--- src/rtl/opc1_mem_arb.sv ---
// Two-port arbiter/sequencer for the OPC1 2048x8 synchronous RAM.
// One RAM access per grant: IDLE -> ISSUE -> WAIT -> IDLE, ack pulsed on return.
module opc1_mem_arb #(
  parameter int AW             = 11,
  parameter int DW             = 8,
  parameter int FIXED_PRIORITY = 0
) (
  input  logic          clk,
  input  logic          reset,
  input  logic          a_req,
  input  logic          a_we,
  input  logic [AW-1:0] a_addr,
  input  logic [DW-1:0] a_wdata,
  output logic [DW-1:0] a_rdata,
  output logic          a_ack,
  input  logic          b_req,
  input  logic          b_we,
  input  logic [AW-1:0] b_addr,
  input  logic [DW-1:0] b_wdata,
  output logic [DW-1:0] b_rdata,
  output logic          b_ack,
  output logic [AW-1:0] mem_addr,
  output logic [DW-1:0] mem_wdata,
  output logic          mem_we,
  output logic          mem_re,
  input  logic [DW-1:0] mem_rdata,
  output logic          busy
);

  localparam logic [1:0] IDLE  = 2'd0;
  localparam logic [1:0] ISSUE = 2'd1;
  localparam logic [1:0] WAIT  = 2'd2;

  localparam logic PORT_A = 1'b0;
  localparam logic PORT_B = 1'b1;

  logic [1:0] state;
  logic       owner;
  logic       last;
  logic       lat_we;

  logic a_elig;
  logic b_elig;
  logic grant;
  logic win;

  // A port whose ack is high this cycle is done and must not be re-issued.
  assign a_elig = a_req & ~a_ack;
  assign b_elig = b_req & ~b_ack;
  assign grant  = (state == IDLE) & (a_elig | b_elig);

  always_comb begin
    win = PORT_A;
    if (a_elig && b_elig) begin
      if (FIXED_PRIORITY != 0)
        win = PORT_A;
      else
        win = ~last;
    end else if (b_elig) begin
      win = PORT_B;
    end
  end

  always_ff @(posedge clk) begin
    if (reset) begin
      state     <= IDLE;
      owner     <= PORT_A;
      last      <= PORT_B;
      lat_we    <= 1'b0;
      mem_addr  <= '0;
      mem_wdata <= '0;
    end else begin
      case (state)
        IDLE: begin
          if (grant) begin
            state  <= ISSUE;
            owner  <= win;
            last   <= win;
            if (win == PORT_B) begin
              lat_we    <= b_we;
              mem_addr  <= b_addr;
              mem_wdata <= b_wdata;
            end else begin
              lat_we    <= a_we;
              mem_addr  <= a_addr;
              mem_wdata <= a_wdata;
            end
          end
        end
        ISSUE:   state <= WAIT;
        WAIT:    state <= IDLE;
        default: state <= IDLE;
      endcase
    end
  end

  always_ff @(posedge clk) begin
    if (reset) begin
      a_ack   <= 1'b0;
      b_ack   <= 1'b0;
      a_rdata <= '0;
      b_rdata <= '0;
    end else begin
      a_ack <= (state == WAIT) & (owner == PORT_A);
      b_ack <= (state == WAIT) & (owner == PORT_B);
      if (state == WAIT && !lat_we) begin
        if (owner == PORT_A)
          a_rdata <= mem_rdata;
        else
          b_rdata <= mem_rdata;
      end
    end
  end

  assign mem_we = (state == ISSUE) & lat_we;
  assign mem_re = (state == ISSUE) & ~lat_we;
  assign busy   = (state != IDLE);

endmodule

--- config.mk ---
export PLATFORM = sky130hd
export DESIGN_NAME = opc1_mem_arb
export DESIGN_NICKNAME = d
export VERILOG_FILES = /design/src/rtl/opc1_mem_arb.sv
export SDC_FILE = /design/constraint.sdc
export NUM_CORES = 1
export LEC_CHECK = 0
export CORE_ASPECT_RATIO = 0.5
export CORE_MARGIN = 2
export CORE_UTILIZATION = 40
export CTS_CLUSTER_SIZE = 10
export DETAILED_ROUTE_END_ITERATION = 8
export HOLD_SLACK_MARGIN = 0.12
export PLACE_DENSITY_LB_ADDON = 0.08
export SYNTH_ARGS = -nofsm -noshare
export SYNTH_HDL_FRONTEND = slang
export SYNTH_SLANG_ARGS = --single-unit
--- constraint.sdc ---
create_clock -name clk -period 1.55 [get_ports clk]
set_input_delay 0.3875 -clock clk [delete_from_list [all_inputs] [get_ports clk]]
set_output_delay 0.3875 -clock clk [all_outputs]
set_load 0.02 [all_outputs]
After elaboration in Yosys (flattened, before gate mapping):

Index checks and enable logic that the tools add are counted.

* bits in registers: 42
* bits of input ports: 52
* output and inout bits: 40
* word-level logic and storage cells: 41

* eq/ne operators: 3
* mux-type cells: 7
* bitwise logic cells: 13
* reduce and logical (&&, ||, !) cells: 8

Operators with widths (count)
* $mux W11: 1
* $mux W8: 1
* $and A1 B1 Y1: 7
* $reduce_and A2 Y1: 3
* $not A1 Y1: 5
* $pmux W2 S2: 1
* $mux W1: 3
* $eq A2 B1 Y1 const B: 1
* $eq A2 B2 Y1 const B: 1
* $logic_and A1 B1 Y1: 2
* $logic_not A2 Y1: 1
* $mux W2: 1
* $ne A2 B2 Y1 const B: 1
* $reduce_bool A2 Y1: 1
* $logic_not A1 Y1: 1
* $or A1 B1 Y1: 1

Logic depth before layout (Yosys ltp):

Gate-level depths: netlist of run 1.

* depth after elaboration: 6
* depth in mapped cells: 6
* gate-level depth less buffers: 4

Least setup slack after synthesis of run 1:

No wires, ideal clock.

* kind: reg-to-reg
* start point: register state[0]
* end point: register mem_addr[0]
* library setup time: 89 ps
* arrival: 1386 ps
* data required time: 1461 ps
* setup slack: 75 ps
* stages on the path, launching flop included: 7
* path buffers: 2
* period minus slack after synthesis: 1475 ps
* path through: dfxtp_1 -> or2_1 -> o21ba_4 -> buf_8 -> buf_8 -> nor2_1 -> a311oi_2

* longest elaborated chain between the ends: 3

Ends and longest elaborated chain
* start: declaration: RTL line 37 `logic [1:0] state;`
* start signal: assignment: RTL line 66 `state <= IDLE;`
* start signal: assignment: RTL line 76 `state <= ISSUE;`
* start signal: assignment: RTL line 90 `ISSUE: state <= WAIT;`
* $logic_not A2 Y1 *: RTL line 50, 73
* $and A1 B1 Y1: RTL line 50 `assign grant = (state == IDLE) & (a_elig | b_elig);`
* $reduce_and A2 Y1 (no source line) *
* end signal: assignment: RTL line 81 `mem_addr <= b_addr;`
* end signal: assignment: RTL line 85 `mem_addr <= a_addr;`
* end: declaration: RTL line 22 `output logic [AW-1:0] mem_addr,`

Every way passes the cells marked *; elsewhere a longest branch is shown, timed or not.
A chain may end at the register's enable or synchronous reset.

Final worst setup path of run 1:

* start point: register state[0]
* end point: register mem_wdata[2]

* longest elaborated chain between the ends: 3

Ends and longest elaborated chain
* $logic_not A2 Y1 *: RTL line 50, 73
* $and A1 B1 Y1: RTL line 50
* $reduce_and A2 Y1 (no source line) *
* end signal: assignment: RTL line 82 `mem_wdata <= b_wdata;`
* end signal: assignment: RTL line 86 `mem_wdata <= a_wdata;`
* end: declaration: RTL line 23 `output logic [DW-1:0] mem_wdata,`

Marks and branches as above.

==> results of run 1 <==
worst paths after layout:
kind / start / end / depth (start not counted)
worst max register to register: state[0] / mem_wdata[2] / 7
worst max-delay path: state[0] / mem_wdata[2] / 7
worst min register to register: a_rdata[3] / a_rdata[3] / 2
worst min-delay path: reset / mem_wdata[0] / 2
what timing repair did:
action | 4_1_cts | 5_1_grt
setup endpoints to repair | 60 | 24
pin swaps | 5 | 10
gates cloned | 3 | 0
setup buffers | 6 | 3
resized for setup | 67 | 10
through the flow:
step / power, mW / std cells / worst slack (ns) / area [um2] / hold WS (ns)
after global routing: 2.994 / 370 / -0.07844 / 3139 / 0.4545
after CTS: 2.859 / 368 / -0.03497 / 3113 / 0.4236
after floorplan: 1.662 / 200 / 0.07498 / 1834 / 0.4841
after global placement: 2.035 / 351 / -0.3432 / 2888 / 0.4435
after detailed placement: 2.050 / 351 / -0.3751 / 2888 / 0.4523
final: 2.855 / 370 / -0.01912 / 3139 / 0.4433
power groups by stage:
stage / logic (mW) / registers (mW) / clock network (mW)
4_1_cts: 0.899 / 1.21 / 0.748
5_1_grt: 0.973 / 1.23 / 0.796
2_1_floorplan: 0.342 / 1.32 / 0
6_report: 0.907 / 1.21 / 0.735
3_5_place_dp: 0.814 / 1.24 / 0
3_3_place_gp: 0.801 / 1.23 / 0
critical path, cell delays in order, from the launching register on:
cell and delay (ns):
dfxtp_2 0.33, buf_6 0.11, or2_4 0.25, o21ba_4 0.34, buf_12 0.15, buf_16 0.11, buf_6 0.08, a311oi_2 0.06
per-layer routing:
layer	up-vias	routed length [um]
met2	53	2321
met1	837	2274
met4	0	38
met3	5	297
met5	-	0
li1	902	-
registers in the layout, indices dropped and copies added, names as in the netlist:
signal and count:
a_ack 1, state 2, b_ack 1, last 1, lat_we 1, a_rdata 8
mem_addr 11, b_rdata 8, mem_wdata 8, owner 1
cell usage in the layout (no fill, tap or decap), types with 2 or more instances in the layout:
cell	synthesis	routed
nor2b_1	4	2
nor2_1	32	29
a311oi_1	3	3
clkbuf_8	0	6
dfxtp_2	0	2
buf_12	1	5
a311oi_2	17	17
a21oi_1	8	8
dlygate4sd2_1	0	38
mux2i_1	9	9
buf_4	2	17
nand2_1	57	57
buf_16	0	2
nor2_2	0	2
dfxtp_1	42	40
buf_6	0	9
clkdlybuf4s50_1	0	49
logic make-up after synthesis:
family / synth area share, %
AND/OR/NAND/NOR: 24.15
flip-flops: 45.84
AO/OA/AOI/OAI: 18.90
buffers and inverters: 6.207
multiplexers: 4.912
cell usage after synthesis:
cell type / n
buf_8: 2
buf_2: 3
and4bb_2: 1
nand3b_1: 1
a311oi_2: 17
a211o_1: 1
o21ba_4: 1
a21oi_1: 8
or2_1: 1
inv_1: 1
buf_12: 1
nor4b_1: 1
nor2b_1: 4
or4b_1: 1
nand2_1: 57
dfxtp_1: 42
nor2_1: 32
nor4b_2: 1
clkbuf_1: 8
a311oi_1: 3
mux2i_1: 9
and2_0: 1
or2b_1: 1
nor4bb_1: 1
buf_4: 2
area by class of cell:
class | instances | area (um2)
timing repair buffer | 121 | 1212
inverter | 1 | 3.754
fill | 347 | 1264
clock inverter | 2 | 12.51
tap | 57 | 71.32
sequential | 42 | 843.3
multi-input combinational | 141 | 913.4
clock buffer | 6 | 82.58
==> results.sh, run 1 <==
export IMPL_coreArea_mm2=0.004403
export IMPL_power_per_cell_area_mw_per_mm2=909.5
export IMPL_use_met3_pct=6.048
export IMPL_cts_tree="built"
export IMPL_yosysTopAreaCell="dfxtp_1"
export IMPL_synth_seq_cells=42
export IMPL_fin_nets=364
export IMPL_hpwlAfterDp_um=3495
export IMPL_cts_sinks=42
export IMPL_clk_latency_ns=0.29
export IMPL_busiest_layer="met2"
export IMPL_post_drt_wl_per_cell_um=13.32
export IMPL_p_leak_nw=1.365
export IMPL_dr_pass1_iters=4
export IMPL_ir_drop_v=0.0003907
export IMPL_slew_headroom_pct=81.04
export IMPL_p_comb_share_pct=31.8
export IMPL_drcViolationCount=0
export IMPL_start_util_pct=41.66
export IMPL_syn_area_per_cell_um2=9.171
export IMPL_r2r_slack_ns=-0.02
export IMPL_synth_top_area_share_pct=45.84
export IMPL_worst_setup_path_type="flip-flop to flip-flop"
export IMPL_place_gp_congestion=0.7508
export IMPL_drt_total_wl_um=4930
export IMPL_cts_htree_levels=2
export IMPL_p_int_mw=2.020
export IMPL_cts_made_buffers=5
export IMPL_die_area_mm2=0.005176
export IMPL_netlist_area_mm2=0.001834
export IMPL_detail_route_vias_per_cell=4.857
export IMPL_syn_num_nets=252
export IMPL_drive_above_1_share_pct=23.00
export IMPL_violations="setup timing"
export IMPL_hold_class="input port to flip-flop"
export IMPL_max_cap_viol_count=0
export IMPL_antenna_found_initial=0
export IMPL_die_h_um=51.89
export IMPL_synth_cells=200
export IMPL_use_met1_pct=24.96
export IMPL_final_util_pct=71.30
export IMPL_setup_viol=4
export IMPL_grt_pass1_wl_um=8010
export IMPL_switchingPower_mw=0.8355
export IMPL_tns_ns=-0.05932
export IMPL_crit_path_max_fanout=6
export IMPL_arrival_ns=1.74
export IMPL_crit_required_ns=1.72
export IMPL_core_rowCount=17
export IMPL_cts_root_buf="clkbuf_8"
export IMPL_antenna_diode_count=0
export IMPL_port_buffers=91
export IMPL_area_delta_synth_final_pct=71.15
export IMPL_grt_pass1_vias=1730
export IMPL_fin_worst_skew_ns=0.007438
export IMPL_ctsHoldBuffers=0
export IMPL_maxSlewViolCount=0
export IMPL_synth_seq_area_share_pct=45.84
export IMPL_grt_usage_pct=19.96
export IMPL_synth_cell_types=25
export IMPL_min_period_ns=1.569
export IMPL_grt_overflow=0
export IMPL_status="finished, violations left"
export IMPL_rsz0062_at_grt="true"
export IMPL_grt_use_met2_pct=34.01
export IMPL_grt_max_degree=18
export IMPL_routed_via_count=1797
export IMPL_fin_crit_sh_pct=101.2
export IMPL_die_x_um=99.77
export IMPL_worst_slack_ns=-0.01912
export IMPL_max_freq_mhz=637.3
export IMPL_antenna_left=0
export IMPL_clockPowerShare_pct=25.7
export IMPL_cts_buffer_depth=2
export IMPL_worst_pin_slew_ns=0.2844
export IMPL_p_sw_share_pct=29.26
export IMPL_io_pins=92
export IMPL_seq_power_share_pct=42.5
export IMPL_ys_top_cells_by_area="dfxtp_1 46%, a311oi_2 14%, nand2_1 12%"
export IMPL_crit_path_end_kind="flip-flop"
export IMPL_finalHoldViolations=0
export IMPL_drt_iter0_drc=40
export IMPL_critPathLaunchType="flip-flop"
export IMPL_yosysWarnings=0
export IMPL_path_clk_slew_ns=0.08
Power figures use the tool's default switching activity.
==> inputs of run 2 (changes only) <==
- CTS_BUF_LIST: default -> sky130_fd_sc_hd__clkbuf_16
==> results.sh, run 2 (synthesized netlist as in run 1, its figures left out) <==
export IMPL_routed_via_count=1785
export IMPL_cts_made_buffers=5
export IMPL_crit_path_max_fanout=6
export IMPL_regMostFlops="mem_addr"
export IMPL_antenna_found_initial=0
export IMPL_io_pins=92
export IMPL_r2r_end="mem_wdata[2]"
export IMPL_ir_drop_v=0.0005830
export IMPL_path_cells="buf_6 > or2_4 > o21ba_4 > buf_6 > buf_16 > buf_6 > a311oi_2"
export IMPL_status="finished, violations left"
export IMPL_cp_num_buf_inv=4
export IMPL_coreArea_mm2=0.004403
export IMPL_hold_class="flip-flop to flip-flop"
export IMPL_critPathSlowestCell="dfxtp_2"
export IMPL_antenna_diode_count=0
export IMPL_detail_route_vias_per_cell=4.864
export IMPL_port_buffers=91
export IMPL_grt_max_degree=18
export IMPL_grt_usage_pct=19.99
export IMPL_worst_pin_slew_ns=0.2818
export IMPL_crit_path_frequent_cell="buf_6"
export IMPL_reg2reg_depth=7
export IMPL_largest_register_ffs=11
export IMPL_min_period_ns=1.575
export IMPL_maxSlewViolCount=0
export IMPL_clk_latency_ns=0.28
export IMPL_p_sw_share_pct=27.96
export IMPL_violations="setup timing"
export IMPL_clockPowerShare_pct=32.2
export IMPL_slew_headroom_pct=81.21
export IMPL_post_drt_wl_per_cell_um=13.56
export IMPL_drt_total_wl_um=4976
export IMPL_max_freq_mhz=635.1
export IMPL_whs_endpoint="a_rdata[3]"
export IMPL_cts_root_buf="clkbuf_16"
export IMPL_start_util_pct=41.66
export IMPL_drcViolationCount=0
export IMPL_fin_worst_skew_ns=0.004762
export IMPL_place_gp_congestion=0.7508
export IMPL_die_area_mm2=0.005176
export IMPL_worst_setup_path_type="flip-flop to flip-flop"
export IMPL_final_util_pct=71.27
export IMPL_core_rowCount=17
export IMPL_critPathLaunchType="flip-flop"
export IMPL_grt_pass1_vias=1687
export IMPL_r2r_slack_ns=-0.02
export IMPL_seq_power_share_pct=39.4
export IMPL_cts_htree_levels=2
export IMPL_crit_required_ns=1.71
export IMPL_r2r_start="state[0]"
export IMPL_cp_depth=7
export IMPL_antenna_left=0
export IMPL_hpwlAfterDp_um=3495
export IMPL_slowest_delay_ns=0.32
export IMPL_setup_viol=3
export IMPL_dr_pass1_iters=2
export IMPL_crit_path_end_kind="flip-flop"
export IMPL_layout_commonest_cell="nand2_1"
export IMPL_crit_family="buffers and inverters"
export IMPL_p_leak_nw=1.363
export IMPL_cts_sinks=42
export IMPL_p_comb_share_pct=28.4
export IMPL_cts_buffer_depth=2
export IMPL_max_cap_viol_count=0
export IMPL_drt_iter0_drc=31
export IMPL_path_clk_slew_ns=0.06
export IMPL_p_int_mw=2.224
export IMPL_drive_above_1_share_pct=21.94
export IMPL_power_per_cell_area_mw_per_mm2=983.8
export IMPL_arrival_ns=1.73
export IMPL_grt_overflow=0
export IMPL_holdWs_ns=0.4544
export IMPL_die_x_um=99.77
export IMPL_final_cell_mix="57 x nand2_1, 49 x clkdlybuf4s50_1, 40 x dfxtp_1, 38 x dlygate4sd2_1, 30 x nor2_1"
export IMPL_finalHoldViolations=0
export IMPL_holdPathStages=2
export IMPL_switchingPower_mw=0.8633
export IMPL_min_from="a_rdata[3]"
export IMPL_worst_slack_ns=-0.02458
export IMPL_rsz0062_at_grt="true"
export IMPL_ctsHoldBuffers=0
export IMPL_area_delta_synth_final_pct=71.08
export IMPL_cts_tree="built"
export IMPL_die_h_um=51.89
export IMPL_grt_pass1_wl_um=7976
export IMPL_fin_crit_sh_pct=101.6
export IMPL_fin_nets=361
run 2: changes by cell type in the layout (fill, tap and decap cells not counted), moves of 2 or more:
cell / change
buf_4: -4
clkbuf_8: -6
buf_6: +2
buf_12: -2
clkbuf_16: +5
run 2: power by group through the flow:
stage	clock (mW)	combinational [mW]	sequential, mW
detailed placement	0	0.814	1.24
CTS	1.01	0.875	1.21
floorplan	0	0.342	1.32
global placement	0	0.801	1.23
global route	1.05	0.939	1.23
finish	0.994	0.878	1.22
run 2: how the worst max path moves through the flow:
stage,startpoint,slack (ns),to
after floorplan,state[0],0.07,mem_addr[0]
after global placement,b_req,-0.34,lat_we
after detailed placement,b_req,-0.38,mem_wdata[4]
after CTS,state[1],-0.03,mem_wdata[2]
after global routing,state[0],-0.07,mem_wdata[2]
final,state[0],-0.02,mem_wdata[2]
run 2: worst register-to-register path: cells and delay by family (launching register included):
| family | cells | cell delay [ns] |
|---|---|---|
| flip-flops | 1 | 0.32 |
| buffers and inverters | 4 | 0.49 |
| AO/OA/AOI/OAI | 2 | 0.39 |
| AND/OR/NAND/NOR | 1 | 0.25 |
run 2: layout make-up:
class	instances	area (um2)
clock buffer	5	125.1
fill	343	1265
sequential	42	843.3
inverter	1	3.754
timing repair buffer	118	1170
tap	57	71.32
clock inverter	3	16.27
multi-input combinational	141	908.4
run 2: layer usage:
metal | part of all wire, % | GRT usage [%] | wire length, um
met1 | 46 | 25.04 | 2296
met2 | 47 | 33.67 | 2316
met3 | 6.3 | 6.048 | 313
met4 | 0.98 | 6.164 | 49
met5 | 0 | 0 | 0
run 2: through the flow:
step / TNS [ns] / setup WS, ns / power, mW / area, um2 / std cells
floorplan: 0 / 0.07498 / 1.662 / 1834 / 200
global placement: -6.881 / -0.3432 / 2.035 / 2888 / 351
detailed placement: -7.432 / -0.3751 / 2.050 / 2888 / 351
CTS: -0.07390 / -0.02626 / 3.096 / 3124 / 367
global route: -0.3893 / -0.06809 / 3.220 / 3138 / 367
finish: -0.06418 / -0.02458 / 3.087 / 3138 / 367
run 2: what timing repair did:
action | CTS | global route
setup buffers | 5 | 1
hold endpoints to repair | 0 | 0
gates cloned | 3 | 0
endpoints found under the setup margin | 61 | 25
resized for setup | 65 | 12
pin swaps | 2 | 13
==> inputs of run 3 (changes only) <==
- GPL_ROUTABILITY_DRIVEN: default -> 1
==> results of run 3 <==
No change in the layout: final DEF, timing and power equal those of run 2.
